==> src/rtl/fetch_pkg.sv <==
`default_nettype none
// ============================================================================
// Package : fetch_pkg
// Purpose : Shared types and constants for the instruction fetch/prefetch unit.
//           fetch_state_t - fetch control FSM states
//           INSTR_BYTES   - PC increment per instruction word
//           FULL_MASK     - byte-enable mask for whole-word reads
//           NOP_INSTR     - canonical NOP (addi x0,x0,0), used as bus filler
// Revision: 1.0 - initial release
// ============================================================================
package fetch_pkg;

  typedef enum logic [1:0] {
    S_BOOT  = 2'd0,
    S_RUN   = 2'd1,
    S_DRAIN = 2'd2
  } fetch_state_t;

  localparam int          INSTR_BYTES = 4;
  localparam logic [3:0]  FULL_MASK   = 4'b1111;
  localparam logic [31:0] NOP_INSTR   = 32'h0000_0013;

endpackage : fetch_pkg
`default_nettype wire

==> src/rtl/fetch_fifo.sv <==
`default_nettype none
// ============================================================================
// Module  : fetch_fifo
// Purpose : Synchronous FIFO holding {instruction, pc} entries for the
//           prefetch queue. Head entry is presented combinationally.
// Ports   : clk, rst (async active-low)
//           push/wdata  - write an entry (caller guarantees not full)
//           pop         - remove head entry (ignored when empty)
//           flush       - empty the queue; has priority over push/pop
//           rdata       - head entry
//           count/empty - occupancy
// Revision: 1.0 - initial release
// ============================================================================
module fetch_fifo #(
  parameter int Width = 64,
  parameter int Depth = 4,
  localparam int PtrW = $clog2(Depth),
  localparam int CntW = PtrW + 1
) (
  input  logic             clk,
  input  logic             rst,
  input  logic             push,
  input  logic [Width-1:0] wdata,
  input  logic             pop,
  input  logic             flush,
  output logic [Width-1:0] rdata,
  output logic [CntW-1:0]  count,
  output logic             empty
);

  localparam logic [CntW-1:0] CNT_ONE = CntW'(1);
  localparam logic [PtrW-1:0] PTR_ONE = PtrW'(1);

  logic [Width-1:0] mem [Depth];
  logic [PtrW-1:0]  wr_ptr;
  logic [PtrW-1:0]  rd_ptr;
  logic [CntW-1:0]  cnt;
  logic             do_pop;

  assign empty  = (cnt == '0);
  assign do_pop = pop && !empty;
  assign count  = cnt;
  assign rdata  = mem[rd_ptr];

  // Depth is a power of two, so pointers wrap naturally.
  always_ff @(posedge clk or negedge rst) begin
    if (!rst) begin
      wr_ptr <= '0;
      rd_ptr <= '0;
      cnt    <= '0;
    end else if (flush) begin
      wr_ptr <= '0;
      rd_ptr <= '0;
      cnt    <= '0;
    end else begin
      if (push)   wr_ptr <= wr_ptr + PTR_ONE;
      if (do_pop) rd_ptr <= rd_ptr + PTR_ONE;
      case ({push, do_pop})
        2'b10:   cnt <= cnt + CNT_ONE;
        2'b01:   cnt <= cnt - CNT_ONE;
        default: cnt <= cnt;
      endcase
    end
  end

  // Storage needs no reset: entries are only visible while counted.
  always_ff @(posedge clk) begin
    if (push && !flush) mem[wr_ptr] <= wdata;
  end

endmodule : fetch_fifo
`default_nettype wire

==> src/rtl/fetch_prefetch_unit.sv <==
`default_nettype none
// ============================================================================
// Module  : fetch_prefetch_unit
// Purpose : Instruction fetch with an in-order prefetch queue. Issues
//           sequential word fetches ahead of decode, bounded so that queued
//           plus in-flight words never exceed Depth. Redirects flush the
//           queue and discard responses still in flight for the old path.
// Ports   : clk, rst (async active-low)
//           redirect/redirect_addr         - new fetch target (word aligned)
//           imem_req/imem_addr/imem_ready  - request handshake
//           imem_we_re/imem_mask           - constant read / full word
//           imem_rvalid/imem_rdata         - in-order responses
//           instr_valid/instruction/instr_pc/instr_ready - decode side
// Options : FETCH_PERF_CNT_EN adds perf_fetched (pops) and perf_stall
//           (cycles decode waited on an empty queue) 32-bit counters.
// Revision: 1.0 - initial release
// ============================================================================
module fetch_prefetch_unit
  import fetch_pkg::*;
#(
  parameter int                   DataWidth   = 32,
  parameter int                   AddrWidth   = 32,
  parameter int                   Depth       = 4,
  parameter logic [AddrWidth-1:0] ResetVector = '0
) (
  input  logic                 clk,
  input  logic                 rst,
  input  logic                 redirect,
  input  logic [AddrWidth-1:0] redirect_addr,
  input  logic                 instr_ready,
  input  logic                 imem_ready,
  input  logic                 imem_rvalid,
  input  logic [DataWidth-1:0] imem_rdata,
  output logic                 imem_req,
  output logic [AddrWidth-1:0] imem_addr,
  output logic                 imem_we_re,
  output logic [3:0]           imem_mask,
  output logic                 instr_valid,
  output logic [DataWidth-1:0] instruction,
  output logic [AddrWidth-1:0] instr_pc
`ifdef FETCH_PERF_CNT_EN
  ,
  output logic [31:0]          perf_fetched,
  output logic [31:0]          perf_stall
`endif
);

  localparam int                   CntW    = $clog2(Depth) + 1;
  localparam int                   EntW    = DataWidth + AddrWidth;
  localparam logic [AddrWidth-1:0] PC_STEP = AddrWidth'(INSTR_BYTES);
  localparam logic [CntW-1:0]      CNT_ONE = CntW'(1);
  localparam logic [CntW:0]        CREDITS = (CntW + 1)'(Depth);

  fetch_state_t state, state_nxt;

  logic [AddrWidth-1:0] fetch_pc;
  logic [AddrWidth-1:0] resp_pc;
  logic [CntW-1:0]      outstanding;
  logic [CntW-1:0]      drop_cnt;
  logic [DataWidth-1:0] hold_instr;
  logic [AddrWidth-1:0] hold_pc;

  logic [CntW-1:0]      q_count;
  logic                 q_empty;
  logic [EntW-1:0]      q_head;

  logic                 redirect_eff;
  logic [AddrWidth-1:0] redirect_pc;
  logic [CntW:0]        credit_sum;
  logic                 accept;
  logic                 rvalid_eff;
  logic                 push;
  logic                 pop;
  logic [CntW-1:0]      resp_left;
  logic                 unused_addr_bits;

  // Redirects are ignored during the single boot cycle.
  assign redirect_eff     = redirect && (state != S_BOOT);
  assign redirect_pc      = {redirect_addr[AddrWidth-1:2], 2'b00};
  assign unused_addr_bits = ^redirect_addr[1:0];

  // Queued plus in-flight words may never exceed Depth, so every response
  // that is pushed is guaranteed a free slot.
  assign credit_sum = {1'b0, q_count} + {1'b0, outstanding};
  assign imem_req   = (state == S_RUN) && !redirect && (credit_sum < CREDITS);
  assign imem_addr  = fetch_pc;
  assign imem_we_re = 1'b0;
  assign imem_mask  = FULL_MASK;
  assign accept     = imem_req && imem_ready;

  assign rvalid_eff = imem_rvalid && (state != S_BOOT);
  assign push       = rvalid_eff && (state == S_RUN) && !redirect_eff;
  assign pop        = instr_valid && instr_ready;

  // In-flight requests still owed after this cycle's response; these are
  // the stale words to discard after a redirect.
  assign resp_left  = outstanding - (rvalid_eff ? CNT_ONE : {CntW{1'b0}});

  fetch_fifo #(
    .Width (EntW),
    .Depth (Depth)
  ) u_fifo (
    .clk   (clk),
    .rst   (rst),
    .push  (push),
    .wdata ({imem_rdata, resp_pc}),
    .pop   (pop),
    .flush (redirect_eff),
    .rdata (q_head),
    .count (q_count),
    .empty (q_empty)
  );

  // Empty queue shows the last head presented rather than stale storage.
  assign instr_valid = !q_empty;
  assign instruction = q_empty ? hold_instr : q_head[EntW-1:AddrWidth];
  assign instr_pc    = q_empty ? hold_pc    : q_head[AddrWidth-1:0];

  always_ff @(posedge clk or negedge rst) begin
    if (!rst) state <= S_BOOT;
    else      state <= state_nxt;
  end

  always_comb begin
    state_nxt = state;
    case (state)
      S_BOOT: state_nxt = S_RUN;
      S_RUN: begin
        if (redirect_eff && (resp_left != '0)) state_nxt = S_DRAIN;
      end
      S_DRAIN: begin
        if (redirect_eff) begin
          state_nxt = (resp_left != '0) ? S_DRAIN : S_RUN;
        end else if (drop_cnt == '0) begin
          state_nxt = S_RUN;
        end else if (rvalid_eff && (drop_cnt == CNT_ONE)) begin
          state_nxt = S_RUN;
        end
      end
      default: state_nxt = S_BOOT;
    endcase
  end

  always_ff @(posedge clk or negedge rst) begin
    if (!rst) begin
      fetch_pc    <= ResetVector;
      resp_pc     <= ResetVector;
      outstanding <= '0;
      drop_cnt    <= '0;
      hold_instr  <= '0;
      hold_pc     <= '0;
    end else begin
      if (redirect_eff) begin
        // No request is accepted in a redirect cycle (req is gated off).
        fetch_pc    <= redirect_pc;
        resp_pc     <= redirect_pc;
        outstanding <= resp_left;
        drop_cnt    <= resp_left;
      end else begin
        if (accept) fetch_pc <= fetch_pc + PC_STEP;
        if (push)   resp_pc  <= resp_pc + PC_STEP;
        case ({accept, rvalid_eff})
          2'b10:   outstanding <= outstanding + CNT_ONE;
          2'b01:   outstanding <= outstanding - CNT_ONE;
          default: outstanding <= outstanding;
        endcase
        if ((state == S_DRAIN) && rvalid_eff && (drop_cnt != '0)) begin
          drop_cnt <= drop_cnt - CNT_ONE;
        end
      end
      if (!q_empty) begin
        hold_instr <= q_head[EntW-1:AddrWidth];
        hold_pc    <= q_head[AddrWidth-1:0];
      end
    end
  end

`ifdef FETCH_PERF_CNT_EN
  always_ff @(posedge clk or negedge rst) begin
    if (!rst) begin
      perf_fetched <= '0;
      perf_stall   <= '0;
    end else begin
      if (pop)                         perf_fetched <= perf_fetched + 32'd1;
      if (instr_ready && !instr_valid) perf_stall   <= perf_stall + 32'd1;
    end
  end
`endif

endmodule : fetch_prefetch_unit
`default_nettype wire

==> config.mk <==
export PLATFORM = sky130hd
export DESIGN_NAME = fetch_prefetch_unit
export DESIGN_NICKNAME = d
export VERILOG_FILES = /design/src/rtl/fetch_pkg.sv /design/src/rtl/fetch_fifo.sv /design/src/rtl/fetch_prefetch_unit.sv
export SDC_FILE = /design/constraint.sdc
export NUM_CORES = 1
export LEC_CHECK = 0
export ABC_AREA = 0
export ABC_CLOCK_PERIOD_IN_PS = 7500
export CAP_MARGIN = 30
export CORE_MARGIN = 2
export CORE_UTILIZATION = 44
export CTS_CLUSTER_SIZE = 12
export DETAILED_ROUTE_END_ITERATION = 12
export GPL_TIMING_DRIVEN = 0
export PLACE_DENSITY_LB_ADDON = 0.1
export SYNTH_ARGS = -nofsm -noshare
export SYNTH_HDL_FRONTEND = slang
export SYNTH_SLANG_ARGS = --single-unit
==> constraint.sdc <==
create_clock -name clk -period 7.5 [get_ports clk]
set_clock_uncertainty 0.05 [all_clocks]
set_input_delay 0.75 -clock clk [delete_from_list [all_inputs] [get_ports clk]]
set_output_delay 0.75 -clock clk [all_outputs]
set_load 0.01 [all_outputs]
==> metrics.txt, run 1 <==
# TYPE chip_impl_metric gauge
chip_impl_metric{name="initial_core_util",unit=""} 0.446
chip_impl_info{name="worst_setup_path_start_kind",value="flop"} 1
chip_impl_metric{name="detailedRoute.firstPassIterationCount",unit=""} 5
chip_impl_metric{name="postRouteAntennaNets",unit=""} 0
chip_impl_info{name="crit-reg2reg-launch",value="u_fifo.count[2]$_DFFE_PN0P_"} 1
chip_impl_metric{name="p_leak",unit="nW"} 7.38
chip_impl_metric{name="ctsLongestPathBuffers",unit=""} 3
chip_impl_metric{name="final_design_area_no_fill",unit="sq um"} 20000
chip_impl_metric{name="fillCellCount",unit=""} 3066
chip_impl_metric{name="fin_nets",unit=""} 1467
chip_impl_metric{name="number_of_h_tree_levels",unit=""} 2
chip_impl_info{name="cts_root_buf",value="sky130_fd_sc_hd__clkbuf_16"} 1
chip_impl_metric{name="layout_min_cycle_time",unit="ns"} 4.19
chip_impl_metric{name="cts_setup_buffers",unit=""} 0
chip_impl_metric{name="critical_path_peak_fanout",unit=""} 10
chip_impl_metric{name="grt_start_max_net_pins",unit=""} 89
chip_impl_metric{name="grtUsageTotal",unit=""} 0.208
chip_impl_metric{name="antenna_violations_before_repair",unit=""} 0
chip_impl_metric{name="setup-tns-final",unit="ns"} 0
chip_impl_metric{name="synth_async_sr_flop_share",unit=""} 0.359
chip_impl_metric{name="layout.core_utilization",unit=""} 0.547
chip_impl_metric{name="whs",unit="ns"} 0.108
chip_impl_info{name="post-synth-top-area-cell",value="sky130_fd_sc_hd__edfxtp_1"} 1
chip_impl_info{name="worstHoldPathType",value="input port to async pin"} 1
chip_impl_metric{name="finalWirelength",unit="mm"} 39.2
chip_impl_metric{name="cts_num_sinks",unit=""} 387
chip_impl_info{name="netlist_top_cells_area",value="sky130_fd_sc_hd__edfxtp_1 (46%), sky130_fd_sc_hd__dfrtp_1 (21%), sky130_fd_sc_hd__mux4_2 (8.6%)"} 1
chip_impl_metric{name="area_delta_synth_final",unit="%"} 22.7
chip_impl_metric{name="yosysTopAreaCellShare",unit=""} 0.457
chip_impl_metric{name="required_time_at_the_endpoint_of_the_critical_path",unit="ns"} 6.70
chip_impl_metric{name="area.sequential",unit="sq um"} 10900
chip_impl_metric{name="ctsHoldBuffers",unit=""} 0
chip_impl_metric{name="max-slew-margin-rel",unit=""} 0.445
chip_impl_metric{name="via_to_cell_ratio",unit=""} 5.53
chip_impl_metric{name="floorplan.die.height",unit="microns"} 196
chip_impl_metric{name="grt_overflow",unit=""} 0
chip_impl_metric{name="tightestPinTransition",unit="ns"} 0.821
chip_impl_metric{name="place_hpwl",unit="mm"} 25.5
chip_impl_metric{name="post_dp_cell_area",unit="sq um"} 18700
chip_impl_metric{name="ys_seq_elements",unit=""} 387
chip_impl_metric{name="design.core.area",unit="sq um"} 36500
chip_impl_metric{name="drv_cap",unit=""} 0
chip_impl_metric{name="place.port_buffers",unit=""} 163
chip_impl_metric{name="finalSetupViolations",unit=""} 0
chip_impl_metric{name="slew_viol_final",unit=""} 0
chip_impl_info{name="ys_top_cells_by_count",value="sky130_fd_sc_hd__edfxtp_1 (248), sky130_fd_sc_hd__nand2_1 (245), sky130_fd_sc_hd__dfrtp_1 (139)"} 1
chip_impl_metric{name="multi_input_comb_area",unit="sq um"} 5010
chip_impl_metric{name="synth.distinct_cells",unit=""} 67
chip_impl_metric{name="io-pin-count",unit=""} 173
chip_impl_metric{name="cts_resized",unit=""} 0
chip_impl_metric{name="wl_per_cell",unit="microns"} 20.8
chip_impl_metric{name="min_period_over_period",unit=""} 0.558
chip_impl_metric{name="insertion_delay",unit="ns"} 0.56
chip_impl_info{name="status",value="complete, no violations"} 1
chip_impl_metric{name="clk_transition_reported_paths",unit="ns"} 0.06
chip_impl_metric{name="synthesis.yosys.warnings",unit=""} 0
chip_impl_info{name="synthFlopType",value="sky130_fd_sc_hd__edfxtp_1"} 1
chip_impl_metric{name="worst-r2r-setup-slack",unit="ns"} 4.73
chip_impl_info{name="r2r-end",value="outstanding[1]$_DFFE_PN0P_"} 1
chip_impl_metric{name="detailroute.via_count",unit=""} 10400
chip_impl_metric{name="syn_avg_cell_area",unit="sq um"} 14.0
chip_impl_metric{name="grt_pass1_wl",unit="mm"} 61.6
chip_impl_info{name="synth_most_common_cell",value="sky130_fd_sc_hd__edfxtp_1"} 1
chip_impl_metric{name="first_global_vias",unit=""} 10700
chip_impl_metric{name="power-per-cell-area",unit="nW/um^2"} 402
chip_impl_info{name="cts_tree",value="yes"} 1
chip_impl_metric{name="detailedRoute.firstIterationViolations",unit=""} 587
chip_impl_metric{name="die-area",unit="sq um"} 38600
chip_impl_metric{name="drc",unit=""} 0
chip_impl_metric{name="syn_inst",unit=""} 1165
chip_impl_info{name="endpoint_kind",value="output port"} 1
chip_impl_metric{name="site_rows",unit=""} 70
chip_impl_metric{name="arrival",unit="ns"} 3.39
chip_impl_metric{name="die_width",unit="microns"} 196
chip_impl_metric{name="layout-drive-gt1-share",unit=""} 0.123
chip_impl_metric{name="worstRegToRegCells",unit=""} 7
chip_impl_info{name="rsz0062_at_grt",value="no"} 1
chip_impl_metric{name="final_weighted_congestion_of_routability_driven_global_placement",unit=""} 0.870
chip_impl_metric{name="synth-edff-count",unit=""} 248
chip_impl_metric{name="post_synth_instance_area",unit="sq um"} 16300
chip_impl_metric{name="timing.fmax",unit="MHz"} 239
chip_impl_metric{name="irDropWorstVdd",unit="uV"} 172
chip_impl_metric{name="yosysSeqAreaShare",unit=""} 0.671
chip_impl_metric{name="cell_count_final_fillers_out",unit=""} 1885
chip_impl_metric{name="post-place-cells",unit=""} 1806
chip_impl_metric{name="hold_violations",unit=""} 0
chip_impl_metric{name="cts_buffers",unit=""} 42
chip_impl_info{name="criticalPathCategory",value="flop to output port"} 1
## sequential cells by signal (all words and copies together), names as in the netlist
| register | flops |
|---|---|
| u_fifo.mem | 248 |
| hold_instr | 32 |
| hold_pc | 32 |
| imem_addr | 30 |
| resp_pc | 30 |
| drop_cnt | 3 |
| outstanding | 3 |
| u_fifo.count | 3 |
| state | 2 |
| u_fifo.rd_ptr | 2 |
| u_fifo.wr_ptr | 2 |
## cells in the final DEF (no fill, tap or decap), types with 15 or more instances in the layout
| master | n |
|---|---|
| sky130_fd_sc_hd__nand4_1 | 27 |
| sky130_fd_sc_hd__dfrtp_1 | 139 |
| sky130_fd_sc_hd__o211ai_1 | 33 |
| sky130_fd_sc_hd__nor2_1 | 41 |
| sky130_fd_sc_hd__nand2_1 | 245 |
| sky130_fd_sc_hd__nor3_1 | 15 |
| sky130_fd_sc_hd__and4_1 | 15 |
| sky130_fd_sc_hd__clkdlybuf4s50_1 | 162 |
| sky130_fd_sc_hd__buf_2 | 25 |
| sky130_fd_sc_hd__a21oi_1 | 19 |
| sky130_fd_sc_hd__nand3_1 | 43 |
| sky130_fd_sc_hd__o21ai_0 | 17 |
| sky130_fd_sc_hd__edfxtp_1 | 248 |
| sky130_fd_sc_hd__nor4_1 | 15 |
| sky130_fd_sc_hd__clkbuf_1 | 48 |
| sky130_fd_sc_hd__clkbuf_16 | 43 |
| sky130_fd_sc_hd__mux4_2 | 62 |
## power by group
part	switching [mW]	leakage, nW	internal, mW	total [mW]
Clock	0.828	0.635	1.13	1.96
Sequential	0.381	3.86	2.79	3.17
Combinational	1.53	2.89	1.38	2.91
Total	2.74	7.38	5.30	8.04
## cells by family after synthesis
group | after synthesis | share of synthesized area
xor+xnor | 16 | 0.00945
other cells | 2 | 0.000461
simple gates | 474 | 0.142
compound gates | 121 | 0.0526
buf+inv | 84 | 0.0234
mux | 66 | 0.0883
fa+ha+maj | 15 | 0.0124
flops | 387 | 0.671
## how the worst max path moves through the flow
stage,start,end
3_5_place_dp,u_fifo.count[0]$_DFFE_PN0P_,instr_pc[14]
4_1_cts,u_fifo.count[0]$_DFFE_PN0P_,instr_pc[14]
2_1_floorplan,redirect,u_fifo.mem[0][10]$_DFFE_PP_
5_1_grt,u_fifo.count[0]$_DFFE_PN0P_,instr_pc[17]
6_report,u_fifo.count[0]$_DFFE_PN0P_,instr_pc[14]
3_3_place_gp,rst,imem_addr[28]$_DFFE_PN0P_
## worst max-delay path, stage by stage (launching register included)
cell,delay (ns)
sky130_fd_sc_hd__dfrtp_1,0.47
sky130_fd_sc_hd__nor3_1,0.38
sky130_fd_sc_hd__clkbuf_1,0.68
sky130_fd_sc_hd__clkbuf_1,0.48
sky130_fd_sc_hd__nand2_1,0.12
sky130_fd_sc_hd__nand2_1,0.09
sky130_fd_sc_hd__clkdlybuf4s50_1,0.60
## layer usage
metal / vias up / track usage / wire [microns]
met4: 0 / 0.0673 / 950
met5: - / 0 / 0
li1: 4839 / - / -
met1: 5204 / 0.286 / 17500
met3: 72 / 0.0361 / 1980
met2: 310 / 0.340 / 18800
## cell type report
class,instances,area share
Timing Repair Buffer,168,0.0886
Multi-Input combinational cell,699,0.251
Sequential cell,387,0.547
Inverter,13,0.00244
Clock inverter,14,0.00589
Tap cell,468,0.0293
Antenna cell,1,0.000125
Clock buffer,64,0.0593
Buffer,71,0.0166
## through the flow
step	setup slack (ns)	total power [mW]
floorplan	4.35	4.76
global placement	-0.724	6.11
detailed placement	3.76	6.16
CTS	3.14	8.15
global route	3.07	8.54
finish	3.31	8.04
Power figures use the tool's default switching activity.
==> run 2: changes to the inputs <==
--- a/config.mk
+++ b/config.mk
@@ -6,7 +6,7 @@
 export NUM_CORES = 1
 export LEC_CHECK = 0
 export ABC_AREA = 0
-export ABC_CLOCK_PERIOD_IN_PS = 7500
+export ABC_CLOCK_PERIOD_IN_PS = 4300
 export CAP_MARGIN = 30
 export CORE_MARGIN = 2
 export CORE_UTILIZATION = 44
==> constraint.sdc (replaced) <==
create_clock -name clk -period 4.3 [get_ports clk]
set_clock_uncertainty 0.05 [all_clocks]
set_input_delay 0.43 -clock clk [delete_from_list [all_inputs] [get_ports clk]]
set_output_delay 0.43 -clock clk [all_outputs]
set_load 0.01 [all_outputs]
==> metrics.txt, run 2 (same netlist as run 1, synthesis figures left out) <==
# TYPE chip_impl_metric gauge
chip_impl_info{name="status",value="complete, no violations"} 1
chip_impl_metric{name="worst-r2r-setup-slack",unit="ns"} 1.51
chip_impl_info{name="worstHoldPathType",value="input port to async pin"} 1
chip_impl_metric{name="cell_internal_pwr",unit="mW"} 9.24
chip_impl_metric{name="area_delta_synth_final",unit="%"} 22.7
chip_impl_info{name="mostFrequentLayoutCell",value="sky130_fd_sc_hd__edfxtp_1"} 1
chip_impl_info{name="crit-reg2reg-launch",value="state[0]$_DFFE_PN0P_"} 1
chip_impl_metric{name="power-per-cell-area",unit="nW/um^2"} 702
chip_impl_metric{name="wl_per_cell",unit="microns"} 20.8
chip_impl_metric{name="detailroute.via_count",unit=""} 10400
chip_impl_metric{name="detailedRoute.firstIterationViolations",unit=""} 571
chip_impl_info{name="mostFrequentLayoutCells",value="sky130_fd_sc_hd__edfxtp_1 (248), sky130_fd_sc_hd__nand2_1 (245), sky130_fd_sc_hd__clkdlybuf4s50_1 (162)"} 1
chip_impl_metric{name="insertedDiodeCount",unit=""} 0
chip_impl_metric{name="worstPathBufferInverterCount",unit=""} 3
chip_impl_metric{name="drc",unit=""} 0
chip_impl_metric{name="grt_pass1_wl",unit="mm"} 61.6
chip_impl_metric{name="insertion_delay",unit="ns"} 0.56
chip_impl_metric{name="antenna_violations_before_repair",unit=""} 0
chip_impl_metric{name="via_to_cell_ratio",unit=""} 5.54
chip_impl_metric{name="fin_nets",unit=""} 1468
chip_impl_metric{name="largest_register_ff_count",unit=""} 248
chip_impl_metric{name="grt_overflow",unit=""} 0
chip_impl_metric{name="post_dp_cell_area",unit="sq um"} 18700
chip_impl_metric{name="final_design_area_no_fill",unit="sq um"} 20000
chip_impl_metric{name="finalWirelength",unit="mm"} 39.2
chip_impl_metric{name="hold_violations",unit=""} 0
chip_impl_metric{name="postRouteAntennaNets",unit=""} 0
chip_impl_metric{name="share_comb_of_total_power",unit=""} 0.362
chip_impl_info{name="rsz0062_at_grt",value="no"} 1
chip_impl_info{name="r2r-end",value="imem_addr[7]$_DFFE_PN0P_"} 1
chip_impl_metric{name="final_weighted_congestion_of_routability_driven_global_placement",unit=""} 0.870
chip_impl_metric{name="fillCellCount",unit=""} 3066
chip_impl_metric{name="sw_frac_of_total",unit=""} 0.341
chip_impl_metric{name="grt_util_met1",unit=""} 0.286
chip_impl_metric{name="max-slew-margin-rel",unit=""} 0.425
chip_impl_metric{name="clk_transition_reported_paths",unit="ns"} 0.06
chip_impl_info{name="largestRegisters",value="u_fifo.mem: 248 flops, hold_instr: 32 flops, hold_pc: 32 flops"} 1
chip_impl_metric{name="ctsLongestPathBuffers",unit=""} 3
chip_impl_metric{name="arrival",unit="ns"} 3.39
chip_impl_metric{name="grt_start_max_net_pins",unit=""} 89
chip_impl_info{name="max_flop_register",value="u_fifo.mem"} 1
chip_impl_metric{name="io-pin-count",unit=""} 173
chip_impl_metric{name="multi_input_comb_area",unit="sq um"} 5010
chip_impl_metric{name="layout-drive-gt1-share",unit=""} 0.123
chip_impl_metric{name="cts_num_sinks",unit=""} 387
chip_impl_metric{name="power.share.clock",unit=""} 0.244
chip_impl_metric{name="floorplan.die.height",unit="microns"} 196
chip_impl_metric{name="die-area",unit="sq um"} 38600
chip_impl_metric{name="sequential_power_share",unit=""} 0.395
chip_impl_metric{name="tightestPinTransition",unit="ns"} 0.851
chip_impl_metric{name="place_hpwl",unit="mm"} 25.5
chip_impl_info{name="slowest_cell_on_the_critical_path",value="sky130_fd_sc_hd__clkbuf_1"} 1
chip_impl_metric{name="cts_resized",unit=""} 0
chip_impl_metric{name="irDropWorstVdd",unit="uV"} 300
chip_impl_metric{name="number_of_h_tree_levels",unit=""} 2
chip_impl_info{name="criticalPathCategory",value="flop to output port"} 1
chip_impl_metric{name="die_width",unit="microns"} 196
chip_impl_info{name="cts_tree",value="yes"} 1
chip_impl_metric{name="cpPeakStageDelay",unit="ns"} 0.68
chip_impl_metric{name="site_rows",unit=""} 70
chip_impl_metric{name="first_global_vias",unit=""} 10700
chip_impl_metric{name="required_time_at_the_endpoint_of_the_critical_path",unit="ns"} 3.82
chip_impl_metric{name="final_critical_path_setup_slack",unit="ns"} 0.434
chip_impl_metric{name="detailedRoute.firstPassIterationCount",unit=""} 5
chip_impl_metric{name="setup-tns-final",unit="ns"} 0
chip_impl_info{name="endpoint_kind",value="output port"} 1
chip_impl_metric{name="p_leak",unit="nW"} 7.38
chip_impl_metric{name="use_met2",unit=""} 0.340
chip_impl_metric{name="cts_buffers",unit=""} 42
chip_impl_metric{name="finalSetupViolations",unit=""} 0
chip_impl_metric{name="timing.fmax",unit="MHz"} 259
chip_impl_metric{name="critical_path_peak_fanout",unit=""} 10
chip_impl_info{name="grt_most_used_layer",value="met2"} 1
chip_impl_metric{name="worstRegToRegCells",unit=""} 6
chip_impl_metric{name="grtUsageTotal",unit=""} 0.208
chip_impl_info{name="worst_setup_path_start_kind",value="flop"} 1
chip_impl_metric{name="area.sequential",unit="sq um"} 10900
chip_impl_metric{name="pre_cts_slack",unit="ns"} 0.875
chip_impl_metric{name="slew_viol_final",unit=""} 0
chip_impl_metric{name="min_period_over_period",unit=""} 0.899
chip_impl_metric{name="met3_usage",unit=""} 0.0361
chip_impl_metric{name="place.port_buffers",unit=""} 163
chip_impl_metric{name="whs",unit="ns"} 0.358
chip_impl_metric{name="total_power",unit="mW"} 14.0
chip_impl_info{name="timing.critical_path.max_delay_family",value="buffers and inverters"} 1
chip_impl_metric{name="initial_core_util",unit=""} 0.446
chip_impl_metric{name="drv_cap",unit=""} 0
chip_impl_metric{name="design.core.area",unit="sq um"} 36500
chip_impl_metric{name="layout_min_cycle_time",unit="ns"} 3.87
chip_impl_info{name="path_cells",value="nor3_1 -> clkbuf_1 -> clkbuf_1 -> nand2_1 -> nand2_1 -> clkdlybuf4s50_1"} 1
chip_impl_info{name="cts_root_buf",value="sky130_fd_sc_hd__clkbuf_16"} 1
chip_impl_metric{name="switchingPower",unit="mW"} 4.79
-- run 2: changes by cell type in the layout (fill, tap and decap cells not counted) --
cell | before | now
sky130_fd_sc_hd__diode_2 | 1 | 0
sky130_fd_sc_hd__dlygate4sd3_1 | 0 | 1
-- run 2: metrics by stage --
| step | cells | utilization |
|---|---|---|
| final | 1885 | 0.547 |
| after global routing | 1885 | 0.547 |
| after detailed placement | 1806 | 0.511 |
| after CTS | 1885 | 0.547 |
| after global placement | 1801 | 0.507 |
| after floorplan | 1170 | - |
-- run 2: routing by layer --
layer / part of all wire / up-vias
met1: 0.44 / 5209
met4: 0.024 / 0
met2: 0.48 / 317
met5: 0 / -
li1: - / 4844
met3: 0.053 / 71
-- run 2: final cells by class --
| cell class | instances | share of cell area |
|---|---|---|
| clock buffers | 64 | 0.0593 |
| repair buffers | 169 | 0.0891 |
| well taps | 468 | 0.0293 |
| clock inverters | 14 | 0.00589 |
| inverters | 13 | 0.00244 |
| plain buffers | 71 | 0.0166 |
| multi-input cells | 699 | 0.251 |
| flip-flops and latches | 387 | 0.547 |
-- run 2: worst max-delay path by stage --
stage,from,end,depth (start not counted)
after floorplan,state[1]$_DFFE_PN0P_,u_fifo.mem[0][10]$_DFFE_PP_,4
after global placement,rst,imem_addr[28]$_DFFE_PN0P_,1
final,u_fifo.count[0]$_DFFE_PN0P_,instr_pc[14],6
after global routing,u_fifo.count[0]$_DFFE_PN0P_,instr_pc[17],6
after CTS,u_fifo.count[0]$_DFFE_PN0P_,instr_pc[14],6
after detailed placement,u_fifo.count[0]$_DFFE_PN0P_,instr_pc[14],6
-- run 2: what timing repair did --
item                                   in CTS  in global routing
setup buffers                               0                  0
hold buffers                                1                  0
endpoints found under the hold margin      51                  0
-- run 2: power by group through the flow --
stage | logic, mW | clock network, mW | registers [mW]
after floorplan | 2.87 | 0 | 5.43
after global placement | 5.08 | 0 | 5.57
after detailed placement | 5.16 | 0 | 5.59
after CTS | 5.18 | 3.52 | 5.52
after global routing | 5.61 | 3.65 | 5.63
final | 5.07 | 3.42 | 5.53
==> run 3: changes to the inputs <==
--- a/config.mk
+++ b/config.mk
@@ -10,10 +10,13 @@
 export CAP_MARGIN = 30
 export CORE_MARGIN = 2
 export CORE_UTILIZATION = 44
+export CTS_BUF_LIST = sky130_fd_sc_hd__clkbuf_8
+export CTS_CLUSTER_DIAMETER = 30
 export CTS_CLUSTER_SIZE = 12
 export DETAILED_ROUTE_END_ITERATION = 12
 export GPL_TIMING_DRIVEN = 0
 export PLACE_DENSITY_LB_ADDON = 0.1
+export RECOVER_POWER = 25
 export SYNTH_ARGS = -nofsm -noshare
 export SYNTH_HDL_FRONTEND = slang
 export SYNTH_SLANG_ARGS = --single-unit
==> metrics.txt, run 3 (same netlist as run 1, synthesis figures left out) <==
# TYPE chip_impl_metric gauge
chip_impl_metric{name="ctsHoldBuffers",unit=""} 1
chip_impl_metric{name="power-per-cell-area",unit="nW/um^2"} 742
chip_impl_metric{name="fin_nets",unit=""} 1515
chip_impl_info{name="startpoint",value="u_fifo.count[0]$_DFFE_PN0P_"} 1
chip_impl_metric{name="setup-tns-final",unit="ns"} 0
chip_impl_metric{name="grt_pass1_wl",unit="mm"} 62.5
chip_impl_info{name="cts_root_buf",value="sky130_fd_sc_hd__clkbuf_8"} 1
chip_impl_metric{name="tightestPinTransition",unit="ns"} 3.24
chip_impl_info{name="violations_in_the_final_reports",value="max-capacitance violations, max-slew violations"} 1
chip_impl_info{name="max_flop_register",value="u_fifo.mem"} 1
chip_impl_metric{name="use_met2",unit=""} 0.337
chip_impl_info{name="status",value="complete, but fails checks"} 1
chip_impl_info{name="mostFrequentLayoutCell",value="sky130_fd_sc_hd__edfxtp_1"} 1
chip_impl_metric{name="final_weighted_congestion_of_routability_driven_global_placement",unit=""} 0.870
chip_impl_metric{name="detailedRoute.firstIterationViolations",unit=""} 728
chip_impl_metric{name="insertedDiodeCount",unit=""} 0
chip_impl_metric{name="irDropWorstVdd",unit="uV"} 360
chip_impl_info{name="worstHoldPathType",value="input port to flop"} 1
chip_impl_metric{name="number_of_h_tree_levels",unit=""} 3
chip_impl_metric{name="clk_transition_reported_paths",unit="ns"} 0.05
chip_impl_info{name="cts_tree",value="yes"} 1
chip_impl_metric{name="worstRegToRegCells",unit=""} 7
chip_impl_metric{name="place_hpwl",unit="mm"} 25.5
chip_impl_metric{name="final_critical_path_setup_slack",unit="ns"} 0.367
chip_impl_metric{name="max-slew-margin-rel",unit=""} -1.16
chip_impl_info{name="endpoint_kind",value="output port"} 1
chip_impl_metric{name="worst-r2r-setup-slack",unit="ns"} 1.53
chip_impl_info{name="rsz0062_at_grt",value="no"} 1
chip_impl_info{name="mostFrequentLayoutCells",value="sky130_fd_sc_hd__edfxtp_1 (248), sky130_fd_sc_hd__nand2_1 (245), sky130_fd_sc_hd__dfrtp_1 (139)"} 1
chip_impl_metric{name="floorplan.die.height",unit="microns"} 196
chip_impl_metric{name="place.port_buffers",unit=""} 163
chip_impl_metric{name="grt_util_met1",unit=""} 0.282
chip_impl_metric{name="required_time_at_the_endpoint_of_the_critical_path",unit="ns"} 3.82
chip_impl_metric{name="pre_cts_slack",unit="ns"} 0.875
chip_impl_metric{name="grt_start_max_net_pins",unit=""} 89
chip_impl_info{name="grt_most_used_layer",value="met2"} 1
chip_impl_metric{name="postRouteAntennaNets",unit=""} 0
chip_impl_metric{name="hold_violations",unit=""} 0
chip_impl_metric{name="grtUsageTotal",unit=""} 0.212
chip_impl_metric{name="drv_cap",unit=""} 1
chip_impl_metric{name="io-pin-count",unit=""} 173
chip_impl_info{name="critical_path.endpoint",value="instr_pc[14]"} 1
chip_impl_metric{name="first_global_vias",unit=""} 11100
chip_impl_metric{name="cts_resized",unit=""} 0
chip_impl_info{name="r2r-end",value="outstanding[1]$_DFFE_PN0P_"} 1
chip_impl_metric{name="critical_path_peak_fanout",unit=""} 10
chip_impl_metric{name="min_delay_path_depth",unit=""} 3
chip_impl_metric{name="finalSetupViolations",unit=""} 0
chip_impl_metric{name="layout-drive-gt1-share",unit=""} 0.182
chip_impl_metric{name="layout_min_cycle_time",unit="ns"} 3.93
chip_impl_metric{name="min_period_over_period",unit=""} 0.915
chip_impl_metric{name="finalWirelength",unit="mm"} 39.8
chip_impl_metric{name="detailedRoute.firstPassIterationCount",unit=""} 5
chip_impl_info{name="crit-reg2reg-launch",value="u_fifo.count[2]$_DFFE_PN0P_"} 1
chip_impl_metric{name="slew_viol_final",unit=""} 52
chip_impl_metric{name="cts_setup_buffers",unit=""} 0
chip_impl_metric{name="grt_overflow",unit=""} 0
chip_impl_metric{name="die-area",unit="sq um"} 38600
chip_impl_metric{name="largest_register_ff_count",unit=""} 248
chip_impl_metric{name="cts_num_sinks",unit=""} 387
chip_impl_metric{name="design.core.area",unit="sq um"} 36500
chip_impl_info{name="largestRegisters",value="u_fifo.mem: 248 flops, hold_instr: 32 flops, hold_pc: 32 flops"} 1
chip_impl_metric{name="initial_core_util",unit=""} 0.446
chip_impl_metric{name="total_power",unit="mW"} 15.4
chip_impl_info{name="criticalPathCategory",value="flop to output port"} 1
chip_impl_metric{name="arrival",unit="ns"} 3.45
chip_impl_metric{name="via_to_cell_ratio",unit=""} 5.45
chip_impl_metric{name="timing.fmax",unit="MHz"} 254
chip_impl_metric{name="detailroute.via_count",unit=""} 10800
chip_impl_metric{name="wl_per_cell",unit="microns"} 20.2
chip_impl_metric{name="met3_usage",unit=""} 0.0493
chip_impl_metric{name="antenna_violations_before_repair",unit=""} 0
chip_impl_info{name="worst_setup_path_start_kind",value="flop"} 1
chip_impl_metric{name="insertion_delay",unit="ns"} 0.63
chip_impl_metric{name="cts_buffers",unit=""} 89
chip_impl_metric{name="drc",unit=""} 0
chip_impl_metric{name="site_rows",unit=""} 70
chip_impl_metric{name="p_leak",unit="nW"} 7.84
chip_impl_metric{name="die_width",unit="microns"} 196
chip_impl_metric{name="ctsLongestPathBuffers",unit=""} 3
chip_impl_metric{name="area_delta_synth_final",unit="%"} 27.8
-- run 3: worst min-delay path by stage --
stage                             from  slack [ns]                         to
4_1_cts                            rst        0.26   hold_instr[30]$_DFF_PN0_
6_report             redirect_addr[14]        0.39  imem_addr[14]$_DFFE_PN0P_
3_3_place_gp   hold_instr[9]$_DFF_PN0_        0.40    hold_instr[9]$_DFF_PN0_
3_5_place_dp                       rst        0.38   hold_instr[25]$_DFF_PN0_
5_1_grt              redirect_addr[15]        0.39    resp_pc[15]$_DFFE_PN0P_
2_1_floorplan                      rst        0.08    drop_cnt[0]$_DFFE_PN0P_
-- run 3: per-layer routing --
layer  share of wire  wire length, microns
met5               0                     0
met4           0.032                  1270
met3           0.055                  2200
met2            0.47                 18800
met1            0.44                 17500
-- run 3: cell type report --
cell class	count	area, sq um
fillers	3012	15700
flip-flops and latches	387	10900
multi-input cells	699	5010
repair buffers	169	1770
clock buffers	104	1430
clock inverters	63	703
well taps	468	586
plain buffers	71	332
inverters	13	48.8
-- run 3: where the power goes --
group	internal, mW	leakage [nW]	switching (mW)
registers	4.87	3.86	0.667
clock network	3.00	1.09	1.83
logic	2.39	2.89	2.68
total	10.3	7.84	5.18
-- run 3: through the flow --
stage,cell area (sq um),util,hold slack (ns),instances
global route,20800,0.570,0.388,1974
floorplan,16300,-,0.0844,1170
detailed placement,18700,0.511,0.379,1806
global placement,18500,0.507,0.397,1801
finish,20800,0.570,0.394,1974
CTS,20800,0.570,0.255,1974
-- run 3: critical path, stage by stage (launching register included) --
cell and delay (ns):
sky130_fd_sc_hd__dfrtp_1 0.47, sky130_fd_sc_hd__nor3_1 0.40, sky130_fd_sc_hd__clkbuf_1 0.68, sky130_fd_sc_hd__clkbuf_1 0.48
sky130_fd_sc_hd__nand2_1 0.12, sky130_fd_sc_hd__nand2_1 0.10, sky130_fd_sc_hd__clkdlybuf4s50_1 0.59
